`config.mk`:
```
export PLATFORM = sky130hd
export DESIGN_NAME = irq_ctrl
export DESIGN_NICKNAME = d
export VERILOG_FILES = /design/src/rtl/irq_pkg.sv /design/src/rtl/irq_sync.sv /design/src/rtl/irq_ctrl.sv
export SDC_FILE = /design/constraint.sdc
export NUM_CORES = 1
export LEC_CHECK = 0
export ABC_AREA = 1
export CAP_MARGIN = 20
export CORE_AREA = 4 4 41 43
export CTS_BUF_LIST = sky130_fd_sc_hd__clkbuf_8
export CTS_CLUSTER_DIAMETER = 120
export DETAILED_ROUTE_END_ITERATION = 6
export DIE_AREA = 0 0 45 47
export PLACE_DENSITY = 0.75
export SLEW_MARGIN = 0
export SYNTH_ARGS = -nofsm -noshare
export SYNTH_HDL_FRONTEND = slang
export SYNTH_SLANG_ARGS = --single-unit
```
`constraint.sdc`:
```
create_clock -name clk_gl -period 2.2 [get_ports clk_gl]
set_clock_uncertainty 0.2 [all_clocks]
set_input_delay 0.66 -clock clk_gl [delete_from_list [all_inputs] [get_ports clk_gl]]
set_output_delay 0.66 -clock clk_gl [all_outputs]
set_load 0.05 [all_outputs]
```
`src/rtl/irq_pkg.sv`:
```
// Shared types and helpers for the interrupt controller.
// Nesting is enabled by defining IRQ_NEST_EN when compiling irq_ctrl.
package irq_pkg;

    localparam int N_IRQ_DEF = 2;
    localparam int IRQ_ID_W  = $clog2(N_IRQ_DEF);

    localparam logic [4:0] EXC_INT = 5'd0;

    typedef enum logic [1:0] {
        IDLE,
        REQ,
        SERVICE
    } irq_state_e;

    function automatic logic [4:0] prio_enc(input logic [31:0] v);
        logic [4:0] r;
        r = '0;
        for (int i = 31; i >= 0; i--) begin
            if (v[i]) r = 5'(i);
        end
        return r;
    endfunction

endpackage

```
`src/rtl/irq_sync.sv`:
```
// Per-line synchroniser with a registered rising-edge pulse.
// The pulse lands one cycle after the last sync stage sees the line high.
import irq_pkg::*;

module irq_sync #(
    parameter int SYNC_STAGES = 2
) (
    input  logic clk_i,
    input  logic rst_ni,
    input  logic line_i,
    output logic edge_pulse
);

    logic [SYNC_STAGES-1:0] sync_q;
    logic                   prev_q;
    logic                   edge_q;

    always_ff @(posedge clk_i) begin
        if (!rst_ni) begin
            sync_q <= '0;
            prev_q <= 1'b0;
            edge_q <= 1'b0;
        end else begin
            sync_q <= {sync_q[SYNC_STAGES-2:0], line_i};
            prev_q <= sync_q[SYNC_STAGES-1];
            edge_q <= sync_q[SYNC_STAGES-1] & ~prev_q;
        end
    end

    assign edge_pulse = edge_q;

endmodule

```
`src/rtl/irq_ctrl.sv`:
```
// Interrupt controller: edge capture, mask/priority, request FSM.
// Define IRQ_NEST_EN to allow higher-priority requests during service.
import irq_pkg::*;

module irq_ctrl #(
    parameter int N_IRQ       = N_IRQ_DEF,
    parameter int SYNC_STAGES = 2
) (
    input  logic                                    clk_gl,
    input  logic                                    rst,
    input  logic [N_IRQ-1:0]                        interrupt,
    input  logic [N_IRQ-1:0]                        irq_mask,
    input  logic                                    glb_ie,
    input  logic                                    irq_ack,
    input  logic                                    eret,
    output logic                                    irq_req,
    output logic [((N_IRQ>1)?$clog2(N_IRQ):1)-1:0]  irq_id,
    output logic [N_IRQ-1:0]                        pending,
    output logic [N_IRQ-1:0]                        in_service
);

    localparam int ID_W = (N_IRQ > 1) ? $clog2(N_IRQ) : 1;
    localparam logic [N_IRQ-1:0] ONE = N_IRQ'(1);

    irq_state_e        state_q, state_d;
    logic [ID_W-1:0]   id_q, id_d;
    logic [N_IRQ-1:0]  pending_q, pending_d;
    logic [N_IRQ-1:0]  svc_q, svc_d;
    logic [N_IRQ-1:0]  edges, cand, svc_low;
    logic [N_IRQ-1:0]  ack_clr, svc_set, svc_clr;
    logic [ID_W-1:0]   win;

    for (genvar g = 0; g < N_IRQ; g++) begin : g_sync
        irq_sync #(.SYNC_STAGES(SYNC_STAGES)) u_sync (
            .clk_i      (clk_gl),
            .rst_ni     (rst),
            .line_i     (interrupt[g]),
            .edge_pulse (edges[g])
        );
    end

    assign cand    = pending_q & irq_mask;
    assign win     = ID_W'(prio_enc(32'(cand)));
    // Isolates the lowest set index, i.e. the highest-priority active level.
    assign svc_low = svc_q & (~svc_q + ONE);

    always_comb begin
        state_d = state_q;
        id_d    = id_q;
        ack_clr = '0;
        svc_set = '0;
        svc_clr = '0;
        unique case (state_q)
            IDLE: begin
                if (glb_ie && cand != '0) begin
                    id_d    = win;
                    state_d = REQ;
                end
            end
            REQ: begin
                if (irq_ack) begin
                    ack_clr[id_q] = 1'b1;
                    svc_set[id_q] = 1'b1;
                    state_d       = SERVICE;
                end else if (!glb_ie || !irq_mask[id_q]) begin
                    state_d = (svc_q != '0) ? SERVICE : IDLE;
                end
            end
            SERVICE: begin
                if (eret) begin
                    svc_clr = svc_low;
                    if ((svc_q & ~svc_low) == '0) state_d = IDLE;
                end
`ifdef IRQ_NEST_EN
                else if (glb_ie && (cand & (svc_low - ONE)) != '0) begin
                    id_d    = win;
                    state_d = REQ;
                end
`endif
            end
            default: state_d = IDLE;
        endcase
        // A new edge on the line being acked keeps it pending.
        pending_d = (pending_q & ~ack_clr) | edges;
        svc_d     = (svc_q & ~svc_clr) | svc_set;
    end

    always_ff @(posedge clk_gl) begin
        if (!rst) begin
            state_q   <= IDLE;
            id_q      <= '0;
            pending_q <= '0;
            svc_q     <= '0;
        end else begin
            state_q   <= state_d;
            id_q      <= id_d;
            pending_q <= pending_d;
            svc_q     <= svc_d;
        end
    end

    assign irq_req    = (state_q == REQ);
    assign irq_id     = id_q;
    assign pending    = pending_q;
    assign in_service = svc_q;

endmodule
```
# Yosys cells after proc, flatten, opt, wreduce, memory -nomap -nowiden
# Index checks and enable logic that the tools add are counted.
[totals] reg_bits=15 mem_count=0 rom_bits=0 latch_bits=0 input_bits=9 mem_bits_rw=0
[classes] n_shift=0 n_eq_ne=6 div_mod_pow=0 n_lt_le_gt_ge=2 bitwise_logic=15 add_sub_neg=1 n_mux=17 reduce_logical=11 n_mul=0
[ops] operator="$mux 2" n=10
[ops] operator="$and 2x2->2" n=5
[ops] operator="$not 2->2" n=4
[ops] operator="$ne 2x2->1 const B" n=3
[ops] operator="$pmux 2 s3" n=1
[ops] operator="$mux 1" n=5
[ops] operator="$logic_not 2->1" n=2
[ops] operator="$or 2x2->2" n=2
[ops] operator="$reduce_and 4->1" n=1
[ops] operator="$reduce_bool 2->1" n=2
[ops] operator="$ne 3x2->1 const B" n=1
[ops] operator="$add 2x1->2 const B" n=1
[ops] operator="$and 1x1->1" n=2
[ops] operator="$eq 2x1->1 const B" n=1
[ops] operator="$eq 2x2->1 const B" n=1
[ops] operator="$logic_and 1x1->1" n=2
[ops] operator="$logic_not 1->1" n=2
[ops] operator="$lt 1x2->1 const B" n=1
[ops] operator="$not 1->1" n=2
[ops] operator="$reduce_and 2->1" n=1
[ops] operator="$demux 1 s1" n=1
[ops] operator="$ge 1x1->1 const B" n=1
[ops] operator="$logic_or 1x1->1" n=1

# Depth between registers and ports, before layout
[depth] depth_word=9 depth_mapped=8 ltp_nobuf=8

# Hierarchy
# From an unflattened synthesis, not the netlist that was laid out.
[unflattened] hier_cells=77 hier_area_um2=565.5
[modules_own_cells] mod="irq_ctrl" instances=1 cells_each=55 area_per_inst_um2=347.8
[modules_own_cells] mod="irq_sync" instances=2 cells_each=11 area_per_inst_um2=108.9

# Worst setup path before layout
# OpenSTA, ideal clock, no wires.
[synth_timing] kind="flip-flop to output port" from="register state_q[1]" to="output port irq_req" t_required_ps=1340 arrival_ps=744 path_stages_with_launch=4 setup_slack_ps=596 path_cell_list="dfxtp_1 > inv_2 > nand2_2 > inv_1"
[synth_via] elab_chain_cells=1
[synth_rtl] item="from (decl)" line_no="irq_ctrl.sv:25" source="irq_state_e state_q, state_d;"
[synth_rtl] item="from (signal assigned)" line_no="irq_ctrl.sv:95" source="state_q <= state_d;"
[synth_rtl] item="$eq 2x1->1" line_no="irq_ctrl.sv:102" source="assign irq_req = (state_q == REQ);"
[synth_rtl] item="to (decl)" line_no="irq_ctrl.sv:16" source="output logic irq_req,"
# No other way between the ends.

# Worst setup path after layout
# Same ends and word-level chain as after synthesis.

==> reports/metrics.cfg <==
[synthesis]
synth.avg_cell_area_um2 = 7.12
seq_area_frac_synth = 0.521
yosys.area.top_type = dfxtp_1
post_synth_num_cell_types = 14
syn-cell-area_um2 = 577
ys_ff_latch = 15
yosys_warnings = 0
syn_inst = 81
syn_nets = 90
netlist_top_cells_area = dfxtp_1 (52%), nand2_1 (16%), inv_1 (9.8%)
yosysTopAreaCellShare = 0.521

[sta]
tightest_slew_ns = 0.320
slew_viol_final = 0
setup_tns_ns = 0
finalSetupViolCount = 0
fin_crit_ns = 1.84
hold_viol_final = 0
period_share = 0.835
relSlewSlack = 0.786
fmax_mhz = 544
rsz0062_at_grt = false

[drt]
viasPerCell = 4.60
postRouteAntennaNets = 0
drtIter0Drc = 11
detail_route.first_pass.iterations = 3
vias = 520
wire_per_inst_um = 9.25
drc = 0
routed_wl_um = 1050

[setup_path]
r2r_start = state_q[1]
cp-end-kind = primary output
crit_chain = inv_2 > nand2_2 > inv_1 > buf_12
critPathBufInv = 3
reg2regPathDepth = 5
timing.rr.end = in_service[1]
path_delay_family = buffers and inverters
path_depth = 4
arrival_ns = 0.98
ff2ff_setup_slack_ns = 0.99
cp-start-kind = flop
crit_type = flop to primary output
slowest_delay_ns = 0.32
crit_fanout = 3
cpMaxStageDelayCell = dfxtp_1
critPathRequiredTime_ns = 1.34

[floorplanning]
die_w_um = 45
dieHeight_um = 47
num_io_pins = 15
rows = 13
coreArea_um2 = 1300
dieArea_um2 = 2120
start_util = 0.443

[cts]
cts-buffers-inserted = 3
cts_root_buf = clkbuf_8
htree_num_levels = 1
post_cts_buffers = 0
insertion_delay_ns = 0.24
clockBufferDepth = 2
clkTransAtPathRegs_ns = 0.06
hold_buffers = 0
cts_resized = 0
clock-sinks = 15
cts_tree = done

[placed_design]
dp_cells = 109
place.gp.congestion = 0.865
port-buffer-count = 14
placed_area_um2 = 726
hpwl_um = 825

[pwr]
leakagePower_nw = 0.398
p_per_area_nw_per_um2 = 749
irDropWorstVdd_v = 0.000484
p_total_mw = 0.577

[grt]
track_usage = 0.125
grt_pass1_vias = 508
grt_pass1_wl_um = 1870
grt_max_degree = 11
antenna_found_initial = 0
grt_overflow = 0

[final_layout]
stdcell_count = 113
final_nets = 108
layout_common_cells = nand2_1 (24), inv_1 (16), dfxtp_1 (15), nor2_1 (9), clkdlybuf4s50_1 (8)
drive_gt1_frac = 0.122
layout_commonest_cell = nand2_1
synthToLayoutAreaGrowth_pct = 33.6
final_area_um2 = 771
diodes = 0

[worst_hold_path]
whs_path_depth = 1
min_to = g_sync[1].u_sync.edge_pulse
min-delay-start = g_sync[1].u_sync.prev_q
hp-class = flop to flop

[job]
maxCapViolCount = 0

[run_status]
status = finished, final reports clean

[report_power, final]
part / switching (mW) / total (mW) / internal (mW)
Clock: 0.0915 / 0.215 / 0.123
Combinational: 0.0422 / 0.0738 / 0.0317
Sequential: 0.00538 / 0.288 / 0.283
Total: 0.139 / 0.577 / 0.438
[area by class of cell]
class,instances,area (um2)
fillers,132,531
flip-flops and latches,15,300
multi-input cells,49,209
repair buffers,14,138
inverters,16,60.1
clock buffers,3,41.3
well taps,15,18.8
clock inverters,1,3.75
[metal layers]
metal  routed length [um]  track usage
met5                    0            0
met4                   22       0.0877
met3                   74       0.0498
met2                  462        0.206
met1                  486        0.131
[Yosys cell counts]
cell type / number
a21oi_1: 5
a31oi_1: 1
buf_4: 1
dfxtp_1: 15
inv_1: 15
inv_2: 1
nand2_1: 24
nand2_2: 1
nand3_1: 4
nand4_1: 1
nor2_1: 9
nor2_2: 1
nor3_1: 1
o21ai_0: 2
[registers in the layout, indices dropped and copies added, names as in the netlist]
register and count:
g_sync.u_sync.edge_pulse 2, g_sync.u_sync.prev_q 2, g_sync.u_sync.sync_q 4, in_service 2, irq_id 1, pending 2
state_q 2
[worst reg2reg max path, delay by kind of cell (launching register included)]
family,cells,cell delay (ns)
flip-flops,1,0.34
AO/OA/AOI/OAI,2,0.28
buffers and inverters,2,0.11
AND/OR/NAND/NOR,1,0.17
[worst max-delay path by stage]
stage / startpoint / endpoint
3_3_place_gp: irq_ack / pending[1]
5_1_grt: state_q[1] / irq_req
4_1_cts: state_q[1] / irq_req
6_report: state_q[1] / irq_req
2_1_floorplan: state_q[1] / irq_req
3_5_place_dp: irq_ack / pending[1]
[stage by stage]
step                 util  setup WS (ns)  hold WS, ns
floorplan               -          0.596        0.168
global placement    0.558          0.193        0.172
detailed placement  0.558          0.187        0.177
CTS                 0.592          0.350        0.186
global route        0.592          0.292        0.202
finish              0.592          0.363        0.181
[kinds of logic (layout without fill, tap and decap cells)]
kind of cell           Yosys count  count (layout)  synth area share
AOI/OAI and AO/OA                8               8            0.0716
and+or+nand+nor                 41              41             0.291
DFF                             15              15             0.521
buffers and inverters           17              34             0.117
Power figures use the tool's default switching activity.
